==> src/rtl/states_pkg.sv <==
// Shared core encodings: core FSM states, opcodes, ALU selects and the decoded control bundle.
// The ALU imports alu_op_t from here so both ends agree on the select encoding.
package states_pkg;

    localparam int unsigned INSTR_W    = 16;
    localparam int unsigned REG_ADDR_W = 4;
    localparam int unsigned IMM_W      = 8;

    typedef enum logic [2:0] {
        CoreIdle    = 3'b000,
        CoreFetch   = 3'b001,
        CoreDecode  = 3'b010,
        CoreRequest = 3'b011,
        CoreWait    = 3'b100,
        CoreExecute = 3'b101,
        CoreUpdate  = 3'b110,
        CoreDone    = 3'b111
    } core_state_t;

    typedef enum logic [3:0] {
        OpNop   = 4'b0000,
        OpBrnzp = 4'b0001,
        OpCmp   = 4'b0010,
        OpAdd   = 4'b0011,
        OpSub   = 4'b0100,
        OpMul   = 4'b0101,
        OpDiv   = 4'b0110,
        OpLdr   = 4'b0111,
        OpStr   = 4'b1000,
        OpConst = 4'b1001,
        OpRet   = 4'b1111
    } opcode_t;

    typedef enum logic [1:0] {
        AluAdd = 2'b00,
        AluSub = 2'b01,
        AluMul = 2'b10,
        AluDiv = 2'b11
    } alu_op_t;

    typedef enum logic [1:0] {
        RegInAlu       = 2'b00,
        RegInMemory    = 2'b01,
        RegInImmediate = 2'b10
    } reg_input_mux_t;

    typedef struct packed {
        logic           reg_write_enable;
        logic           mem_read_enable;
        logic           mem_write_enable;
        logic           nzp_write_enable;
        reg_input_mux_t reg_input_mux;
        alu_op_t        alu_arithmetic_mux;
        logic           alu_output_mux;
        logic           pc_mux;
        logic           ret;
    } ctrl_t;

    // Unlisted opcodes (1010-1110) fall through to the all-zero NOP bundle.
    function automatic ctrl_t decode_ctrl(input logic [3:0] opcode);
        ctrl_t c;
        c = '0;
        case (opcode)
            OpBrnzp: c.pc_mux = 1'b1;
            OpCmp: begin
                c.alu_output_mux   = 1'b1;
                c.nzp_write_enable = 1'b1;
            end
            OpAdd, OpSub, OpMul, OpDiv: begin
                c.reg_write_enable   = 1'b1;
                c.reg_input_mux      = RegInAlu;
                c.alu_arithmetic_mux = alu_op_t'(opcode[1:0] + 2'd1);
            end
            OpLdr: begin
                c.reg_write_enable = 1'b1;
                c.reg_input_mux    = RegInMemory;
                c.mem_read_enable  = 1'b1;
            end
            OpStr: c.mem_write_enable = 1'b1;
            OpConst: begin
                c.reg_write_enable = 1'b1;
                c.reg_input_mux    = RegInImmediate;
            end
            OpRet: c.ret = 1'b1;
            default: c = '0;
        endcase
        return c;
    endfunction

    function automatic logic is_illegal(input logic [3:0] opcode);
        return (opcode >= 4'hA) && (opcode <= 4'hE);
    endfunction

endpackage

==> src/rtl/instruction_decoder_if.sv <==
// Decoder bus: core state and fetched instruction in, registered control fields out.
interface instruction_decoder_if;
    import states_pkg::*;

    logic [2:0]            core_state;
    logic [INSTR_W-1:0]    instruction;
    logic [REG_ADDR_W-1:0] decoded_rd_address;
    logic [REG_ADDR_W-1:0] decoded_rs_address;
    logic [REG_ADDR_W-1:0] decoded_rt_address;
    logic [2:0]            decoded_nzp;
    logic [IMM_W-1:0]      decoded_immediate;
    logic                  decoded_reg_write_enable;
    logic                  decoded_mem_read_enable;
    logic                  decoded_mem_write_enable;
    logic                  decoded_nzp_write_enable;
    logic [1:0]            decoded_reg_input_mux;
    logic [1:0]            decoded_alu_arithmetic_mux;
    logic                  decoded_alu_output_mux;
    logic                  decoded_pc_mux;
    logic                  decoded_ret;
    logic                  decoded_valid;
    logic                  illegal_pulse;
    logic                  illegal_sticky;

    modport master (
        output core_state, instruction,
        input  decoded_rd_address, decoded_rs_address, decoded_rt_address, decoded_nzp,
               decoded_immediate, decoded_reg_write_enable, decoded_mem_read_enable,
               decoded_mem_write_enable, decoded_nzp_write_enable, decoded_reg_input_mux,
               decoded_alu_arithmetic_mux, decoded_alu_output_mux, decoded_pc_mux, decoded_ret,
               decoded_valid, illegal_pulse, illegal_sticky
    );

    modport slave (
        input  core_state, instruction,
        output decoded_rd_address, decoded_rs_address, decoded_rt_address, decoded_nzp,
               decoded_immediate, decoded_reg_write_enable, decoded_mem_read_enable,
               decoded_mem_write_enable, decoded_nzp_write_enable, decoded_reg_input_mux,
               decoded_alu_arithmetic_mux, decoded_alu_output_mux, decoded_pc_mux, decoded_ret,
               decoded_valid, illegal_pulse, illegal_sticky
    );

endinterface

==> src/rtl/instruction_decoder.sv <==
// Registered instruction decoder: captures the instruction on every DECODE edge and holds
// all fields until the next one. No combinational path from instruction to any output.
module instruction_decoder
    import states_pkg::*;
(
    input logic                   clk,
    input logic                   reset,
    instruction_decoder_if.slave  bus
);

    logic        capture;
    logic        illegal_d;
    ctrl_t       ctrl_d, ctrl_q;
    logic [11:0] fields_q;
    logic        valid_q, pulse_q, sticky_q;

    always_comb begin
        capture   = (bus.core_state == CoreDecode);
        ctrl_d    = decode_ctrl(bus.instruction[15:12]);
        illegal_d = is_illegal(bus.instruction[15:12]);
    end

    always_ff @(posedge clk) begin
        if (reset) begin
            fields_q <= '0;
            ctrl_q   <= '0;
            valid_q  <= 1'b0;
            pulse_q  <= 1'b0;
            sticky_q <= 1'b0;
        end else begin
            // Pulse is rebuilt every edge so it drops on any non-capturing cycle.
            pulse_q <= capture & illegal_d;
            if (capture) begin
                fields_q <= bus.instruction[11:0];
                ctrl_q   <= ctrl_d;
                valid_q  <= 1'b1;
                sticky_q <= sticky_q | illegal_d;
            end
        end
    end

    assign bus.decoded_rd_address         = fields_q[11:8];
    assign bus.decoded_rs_address         = fields_q[7:4];
    assign bus.decoded_rt_address         = fields_q[3:0];
    assign bus.decoded_nzp                = fields_q[11:9];
    assign bus.decoded_immediate          = fields_q[7:0];
    assign bus.decoded_reg_write_enable   = ctrl_q.reg_write_enable;
    assign bus.decoded_mem_read_enable    = ctrl_q.mem_read_enable;
    assign bus.decoded_mem_write_enable   = ctrl_q.mem_write_enable;
    assign bus.decoded_nzp_write_enable   = ctrl_q.nzp_write_enable;
    assign bus.decoded_reg_input_mux      = ctrl_q.reg_input_mux;
    assign bus.decoded_alu_arithmetic_mux = ctrl_q.alu_arithmetic_mux;
    assign bus.decoded_alu_output_mux     = ctrl_q.alu_output_mux;
    assign bus.decoded_pc_mux             = ctrl_q.pc_mux;
    assign bus.decoded_ret                = ctrl_q.ret;
    assign bus.decoded_valid              = valid_q;
    assign bus.illegal_pulse              = pulse_q;
    assign bus.illegal_sticky             = sticky_q;

endmodule

==> src/flat_wrapper.sv <==
// flat-port wrapper written by rule: the top's interface ports become plain ports
module instruction_decoder_flat import states_pkg::*;
  (clk, reset, bus_core_state, bus_instruction, bus_decoded_rd_address, bus_decoded_rs_address, bus_decoded_rt_address, bus_decoded_nzp, bus_decoded_immediate, bus_decoded_reg_write_enable, bus_decoded_mem_read_enable, bus_decoded_mem_write_enable, bus_decoded_nzp_write_enable, bus_decoded_reg_input_mux, bus_decoded_alu_arithmetic_mux, bus_decoded_alu_output_mux, bus_decoded_pc_mux, bus_decoded_ret, bus_decoded_valid, bus_illegal_pulse, bus_illegal_sticky);
  instruction_decoder_if bus_i ();
  input logic clk;
  input logic reset;
  input wire logic [$bits(bus_i.core_state)-1:0] bus_core_state;
  input wire logic [$bits(bus_i.instruction)-1:0] bus_instruction;
  output wire logic [$bits(bus_i.decoded_rd_address)-1:0] bus_decoded_rd_address;
  output wire logic [$bits(bus_i.decoded_rs_address)-1:0] bus_decoded_rs_address;
  output wire logic [$bits(bus_i.decoded_rt_address)-1:0] bus_decoded_rt_address;
  output wire logic [$bits(bus_i.decoded_nzp)-1:0] bus_decoded_nzp;
  output wire logic [$bits(bus_i.decoded_immediate)-1:0] bus_decoded_immediate;
  output wire logic [$bits(bus_i.decoded_reg_write_enable)-1:0] bus_decoded_reg_write_enable;
  output wire logic [$bits(bus_i.decoded_mem_read_enable)-1:0] bus_decoded_mem_read_enable;
  output wire logic [$bits(bus_i.decoded_mem_write_enable)-1:0] bus_decoded_mem_write_enable;
  output wire logic [$bits(bus_i.decoded_nzp_write_enable)-1:0] bus_decoded_nzp_write_enable;
  output wire logic [$bits(bus_i.decoded_reg_input_mux)-1:0] bus_decoded_reg_input_mux;
  output wire logic [$bits(bus_i.decoded_alu_arithmetic_mux)-1:0] bus_decoded_alu_arithmetic_mux;
  output wire logic [$bits(bus_i.decoded_alu_output_mux)-1:0] bus_decoded_alu_output_mux;
  output wire logic [$bits(bus_i.decoded_pc_mux)-1:0] bus_decoded_pc_mux;
  output wire logic [$bits(bus_i.decoded_ret)-1:0] bus_decoded_ret;
  output wire logic [$bits(bus_i.decoded_valid)-1:0] bus_decoded_valid;
  output wire logic [$bits(bus_i.illegal_pulse)-1:0] bus_illegal_pulse;
  output wire logic [$bits(bus_i.illegal_sticky)-1:0] bus_illegal_sticky;
  assign bus_i.core_state = bus_core_state;
  assign bus_i.instruction = bus_instruction;
  assign bus_decoded_rd_address = bus_i.decoded_rd_address;
  assign bus_decoded_rs_address = bus_i.decoded_rs_address;
  assign bus_decoded_rt_address = bus_i.decoded_rt_address;
  assign bus_decoded_nzp = bus_i.decoded_nzp;
  assign bus_decoded_immediate = bus_i.decoded_immediate;
  assign bus_decoded_reg_write_enable = bus_i.decoded_reg_write_enable;
  assign bus_decoded_mem_read_enable = bus_i.decoded_mem_read_enable;
  assign bus_decoded_mem_write_enable = bus_i.decoded_mem_write_enable;
  assign bus_decoded_nzp_write_enable = bus_i.decoded_nzp_write_enable;
  assign bus_decoded_reg_input_mux = bus_i.decoded_reg_input_mux;
  assign bus_decoded_alu_arithmetic_mux = bus_i.decoded_alu_arithmetic_mux;
  assign bus_decoded_alu_output_mux = bus_i.decoded_alu_output_mux;
  assign bus_decoded_pc_mux = bus_i.decoded_pc_mux;
  assign bus_decoded_ret = bus_i.decoded_ret;
  assign bus_decoded_valid = bus_i.decoded_valid;
  assign bus_illegal_pulse = bus_i.illegal_pulse;
  assign bus_illegal_sticky = bus_i.illegal_sticky;
  instruction_decoder u_core (.clk(clk), .reset(reset), .bus(bus_i));
endmodule
==> config.mk <==
export PLATFORM = sky130hd
export DESIGN_NAME = instruction_decoder_flat
export DESIGN_NICKNAME = d
export VERILOG_FILES = /design/src/rtl/states_pkg.sv /design/src/rtl/instruction_decoder_if.sv /design/src/rtl/instruction_decoder.sv /design/src/flat_wrapper.sv
export SDC_FILE = /design/constraint.sdc
export NUM_CORES = 1
export LEC_CHECK = 0
export BUFFER_PORTS_ARGS = -buffer_cell sky130_fd_sc_hd__buf_2
export CAP_MARGIN = 15
export CORE_MARGIN = 2
export CORE_UTILIZATION = 43
export CTS_CLUSTER_SIZE = 24
export DETAILED_ROUTE_END_ITERATION = 6
export PLACE_DENSITY = 0.89
export SYNTH_ARGS = -nofsm -noshare
export SYNTH_HDL_FRONTEND = slang
export SYNTH_SLANG_ARGS = --single-unit
==> constraint.sdc <==
create_clock -name clk -period 1.2 [get_ports clk]
set_input_delay 0 -clock clk [delete_from_list [all_inputs] [get_ports clk]]
set_output_delay 0 -clock clk [all_outputs]
set_load 0.05 [all_outputs]
==> After elaboration in Yosys (flattened, before gate mapping) <==
Index checks and enable logic that the tools add are counted.
{ "totals": {"ff_bits": 25, "in_bits": 21, "output_inout_bits": 37, "wordCells": 39} }
{ "op_classes": {"add_sub_neg": 1, "magnitude_cmp": 2, "eq_ne": 11, "muxes": 8, "n_bitwise": 2, "reduce_logical": 3} }
{ "ops": {"columns": ["operator", "count"], "rows": [
  ["$eq A4 B3 Y1 const B", 4],
  ["$eq A4 B4 Y1 const B", 3],
  ["$eq A4 B2 Y1 const B", 2],
  ["$mux W1", 6],
  ["$reduce_or A6 Y1", 1],
  ["$eq A4 B1 Y1 const B", 1],
  ["$ge A4 B4 Y1 const B", 1],
  ["$le A4 B4 Y1 const B", 1],
  ["$pmux W2 S2", 1],
  ["$reduce_or A4 Y1", 1],
  ["$eq A3 B2 Y1 const B", 1],
  ["$add A2 B1 Y2 const B", 1],
  ["$mux W2", 1],
  ["$and A1 B1 Y1", 1],
  ["$logic_and A1 B1 Y1", 1],
  ["$or A1 B1 Y1", 1]
]} }

==> Depth between registers and ports, before layout <==
{ "depth": {"word_depth": 3, "mapped_depth": 5, "mapped_depth_nobuf": 5} }

==> Least setup slack after synthesis <==
OpenSTA, ideal clock, no wires.
{ "synth_path": {"path_type": "in2reg", "from": "input port bus_instruction[12]", "to": "register u_core.ctrl_q, in the netlist u_core.bus.decoded_alu_arithmetic_mux[0]", "setup_time_ns": 0.132, "t_arrival_ns": 0.930, "t_required_ns": 1.068, "slack_ns": 0.138, "stages": 5, "path_buffers": 0, "cell_sequence": "inv_1 > ha_1 > or4b_4 > nand4_1 > a21oi_1"} }
{ "synth_between": {"elab_chain_cells": 3, "word_cells_on_any_way": 7, "cone_classes": "1 x add/sub; 4 x eq/ne; 1 x mux; 1 x reduce/logical"} }
{ "synth_lines": {"columns": ["element", "line", "text"], "rows": [
  ["from (decl)", "flat_wrapper.sv:8", "input wire logic [$bits(bus_i.instruction)-1:0] bus_instruction;"],
  ["$eq A4 B2 Y1 or $eq A4 B3 Y1 (tied branches)", "states_pkg.sv:63", "case (opcode)"],
  ["$reduce_or A4 Y1", null, null],
  ["$mux W2 (*)", "states_pkg.sv:63", null],
  ["to (signal assigned)", "instruction_decoder.sv:35", "ctrl_q <= ctrl_d;"],
  ["to (decl)", "instruction_decoder.sv:13", "ctrl_t ctrl_d, ctrl_q;"]
]} }
Mark *: on every way between the ends. The rest lies on a longest branch, timed or not.
A chain may end at the register's enable or synchronous reset.

==> Final worst setup path <==
{ "layout_path": {"from": "input port bus_instruction[14]", "to": "register u_core.ctrl_q, in the netlist u_core.bus.decoded_alu_arithmetic_mux[1]"} }
{ "layout_between": {"elab_chain_cells": 3, "word_cells_on_any_way": 6, "cone_classes": "4 x eq/ne; 1 x mux; 1 x reduce/logical"} }
{ "layout_lines": {"columns": ["element", "line"], "rows": [
  ["$eq A4 B2 Y1 or $eq A4 B3 Y1 (tied branches)", "states_pkg.sv:63"],
  ["$reduce_or A4 Y1 (*)", null],
  ["$mux W2 (*)", "states_pkg.sv:63"]
]} }
Marks and branches as above.

==> insert_results.sql <==
INSERT INTO impl_metrics (metric_group, metric, value, unit) VALUES
('global_route', 'grt_pass1_wl', '3712', 'um'),
('drt', 'first_iter_violations', '14', ''),
('layout', 'syn_to_final_growth', '39.33', '%'),
('clock_tree', 'clock_insertion_delay_worst_skew', '0.30', 'ns'),
('clock_tree', 'tritoncts.num_buffers', '3', ''),
('setup_path', 'crit_chain', 'dlygate4sd3_1 > buf_2 > or4b_4 > nand4_1 > a21oi_1', ''),
('setup_path', 'critPathLaunchType', 'primary input', ''),
('timing', 'slew_headroom', '0.7241', ''),
('layout', 'post_route_cells_drive_above_1_share', '0.3822', ''),
('layout', 'layout_common_cells', 'sky130_fd_sc_hd__buf_2, sky130_fd_sc_hd__nand2_1, sky130_fd_sc_hd__dfxtp_1', ''),
('setup_path', 'cp_slowest_stage_delay', '0.51', 'ns'),
('clock_tree', 'ctsHoldBuffers', '14', ''),
('setup_path', 'critical_path.endpoint_type', 'register', ''),
('timing', 'report.final.slew_viol_count', '0', ''),
('power', 'max-vdd-ir-drop', '709.9', 'uV'),
('clock_tree', 'cts_buffer_depth', '2', ''),
('drt', 'vias_per_cell', '4.819', ''),
('outcome', 'status', 'complete, no violations', ''),
('synth', 'synth-warning-count', '0', ''),
('setup_path', 'cp_data_arrival_time', '1.36', 'ns'),
('drt', 'route.antenna.remaining_nets', '0', ''),
('floorplan', 'pin_count', '58', ''),
('clock_tree', 'cts_resized', '0', ''),
('timing', 'timing.final.crit_share', '0.9771', ''),
('setup_path', 'crit_required', '1.39', 'ns'),
('timing', 'max_clock_freq', '852.9', 'MHz'),
('synth', 'distinct_cell_type_count_of_the_synthesized_netlist', '20', ''),
('timing', 'setup_viol', '0', ''),
('placement', 'place.detailed.hpwl', '1651', 'um'),
('layout', 'layout.nets', '218', ''),
('synth', 'post_synth_inst_count', '129', ''),
('timing', 'fin_setup_tns', '0', 'ns'),
('clock_tree', 'clock-root-buffer', 'sky130_fd_sc_hd__clkbuf_4', ''),
('drt', 'routed_wire_length_per_instance', '11.18', 'um'),
('layout', 'post-route-cell-area', '0.001511', 'mm^2'),
('timing', 'post-route-min-period', '1.172', 'ns'),
('floorplan', 'die_h', '54.23', 'um'),
('drt', 'route.vias.total', '1065', ''),
('layout', 'num_antenna_cells', '0', ''),
('global_route', 'grt_overflow_total', '0', ''),
('clock_tree', 'tritoncts', 'yes', ''),
('timing', 'fin_worst_skew', '0', 'ns'),
('synth', 'synth_sequential_area_ratio', '0.4429', ''),
('power', 'power.leakage', '0.7368', 'nW'),
('global_route', 'antenna_violations_before_repair', '0', ''),
('timing', 'finalHoldViolations', '0', ''),
('synth', 'netlist_area', '0.001085', 'mm^2'),
('clock_tree', 'clk_transition_reported_paths', '0.12', 'ns'),
('global_route', 'via_count_of_the_first_global_routing_pass', '924', ''),
('floorplan', 'placeableCoreArea', '0.002432', 'mm^2'),
('synth', 'ys_ff_latch', '24', ''),
('placement', 'placedInstanceArea', '0.001335', 'mm^2'),
('timing', 'worst_pin_slew', '0.4138', 'ns'),
('power', 'powerDensity', '1037', 'mW/mm^2'),
('setup_path', 'timing.setup.critical_path_class', 'in2reg', ''),
('placement', 'place_congestion', '0.7738', ''),
('synth', 'synth.net_count', '155', ''),
('drt', 'drc', '0', ''),
('timing', 'rsz0062_at_grt', 'false', ''),
('synth', 'synth.avg_cell_area', '8.409', 'um^2'),
('floorplan', 'chipWidth', '54.23', 'um'),
('global_route', 'grt_max_degree', '25', ''),
('placement', 'numPortBuffers', '57', ''),
('floorplan', 'design.die.area', '0.002940', 'mm^2'),
('drt', 'drt-pass1-iter-count', '4', ''),
('timing', 'finalHoldWorstSlack', '0.09925', 'ns'),
('floorplan', 'placementRows', '18', ''),
('clock_tree', 'cts-htree-levels', '1', ''),
('clock_tree', 'cts_sinks', '24', ''),
('setup_path', 'path_max_fanout', '9', ''),
('clock_tree', 'cts_setup_buffers', '0', ''),
('setup_path', 'timing.critical_path.slowest_stage_cell', 'sky130_fd_sc_hd__dlygate4sd3_1', ''),
('run', 'max_cap_viol_count', '0', ''),
('hold_path', 'hold_path.class', 'in2reg', ''),
('floorplan', 'initial_core_utilization', '0.4460', ''),
('layout', 'mostFrequentLayoutCell', 'sky130_fd_sc_hd__buf_2', ''),
('drt', 'wirelength', '2471', 'um'),
('global_route', 'grtUsageTotal', '0.1758', '');
==> final cells by class <==
type                            count  area [um^2]
Timing Repair Buffer               78        490.5
Tap cell                           30        37.54
Clock buffer                        4        36.28
Fill cell                         233        920.9
Inverter                            3        11.26
Multi-Input combinational cell     82        455.4
Sequential cell                    24        480.5
==> stage by stage <==
step                utilization  worst slack [ns]  total power [W]  instances
detailed placement       0.5489          -0.05777         0.001144        203
finish                   0.6214           0.02753         0.001567        221
global placement         0.5489          -0.01167         0.001139        203
global route             0.6214          0.005590         0.001660        221
CTS                      0.6214           0.06055         0.001591        221
floorplan                     -            0.1380         0.001060        129
==> synthesized netlist by cell type <==
library cell                count  area [um^2]
sky130_fd_sc_hd__clkbuf_1       2        7.510
sky130_fd_sc_hd__buf_2          2        10.01
sky130_fd_sc_hd__nand4_1        3        18.77
sky130_fd_sc_hd__and3b_2        2        20.02
sky130_fd_sc_hd__nor3b_4        1        18.77
sky130_fd_sc_hd__inv_1          3        11.26
sky130_fd_sc_hd__or4b_4         1        13.76
sky130_fd_sc_hd__nand3b_1       1        7.510
sky130_fd_sc_hd__nor2_1         6        22.52
sky130_fd_sc_hd__nand4b_1       1        8.760
sky130_fd_sc_hd__a311oi_1       1        8.760
sky130_fd_sc_hd__a21oi_1       21        105.1
sky130_fd_sc_hd__nand3_1        2        10.01
sky130_fd_sc_hd__ha_1           5        62.56
sky130_fd_sc_hd__dfxtp_1       24        480.5
sky130_fd_sc_hd__o21ba_2        1        10.01
sky130_fd_sc_hd__nand2_1       35        131.4
sky130_fd_sc_hd__buf_4         16        120.1
sky130_fd_sc_hd__o2111ai_1      1        8.760
sky130_fd_sc_hd__or3b_1         1        8.760
==> where the power goes <==
part / internal [W] / leakage [nW] / switching [W] / total (W)
Sequential: 0.000817 / 0.195 / 0.0000111 / 0.000828
Clock: 0.000185 / 0.0210 / 0.000219 / 0.000404
Combinational: 0.000123 / 0.521 / 0.000211 / 0.000335
==> metal layers <==
layer	global-route usage	routed length (um)
met1	0.1766	964
met2	0.3313	1302
met3	0.04645	184
met4	0.08333	19
met5	0	0
==> registers in the layout, indices dropped and copies added (netlist names) <==
register / count
u_core.fields_q: 12
u_core.bus.decoded_ret: 1
u_core.bus.decoded_reg_write_enable: 1
u_core.bus.decoded_alu_arithmetic_mux: 2
u_core.bus.illegal_sticky: 1
u_core.bus.illegal_pulse: 1
u_core.bus.decoded_mem_write_enable: 1
u_core.bus.decoded_valid: 1
u_core.bus.decoded_pc_mux: 1
u_core.bus.decoded_reg_input_mux: 2
u_core.bus.decoded_nzp_write_enable: 1
==> critical path: cells and delay by family <==
family / cells / cell delay [ns]
AO/OA/AOI/OAI: 1 / 0.06
buffers and inverters: 2 / 0.68
AND/OR/NAND/NOR: 2 / 0.61
==> logic make-up (layout without fill, tap and decap cells) <==
group                      Yosys count  after routing  share of synthesized area
DFF                                 24             24                     0.4429
AOI/OAI and AO/OA                   24             24                     0.1223
adders and majority gates            5              5                    0.05767
and+or+nand+nor                     53             53                     0.2399
buffers and inverters               23             85                     0.1373
==> path summary, 6_finish.rpt <==
kind | startpoint | end | slack [ns] | cells past startpoint
setup / recovery | bus_instruction[14] | u_core.bus.decoded_alu_arithmetic_mux[1] | 0.03 | 5
hold / removal | reset | u_core.bus.decoded_valid | 0.1 | 2
setup reg to reg | u_core.bus.decoded_reg_write_enable | u_core.bus.decoded_reg_write_enable | 0.51 | 2
hold reg to reg | u_core.bus.illegal_sticky | u_core.bus.illegal_sticky | 0.45 | 2
No activity file was read; power rests on OpenSTA's default activity.
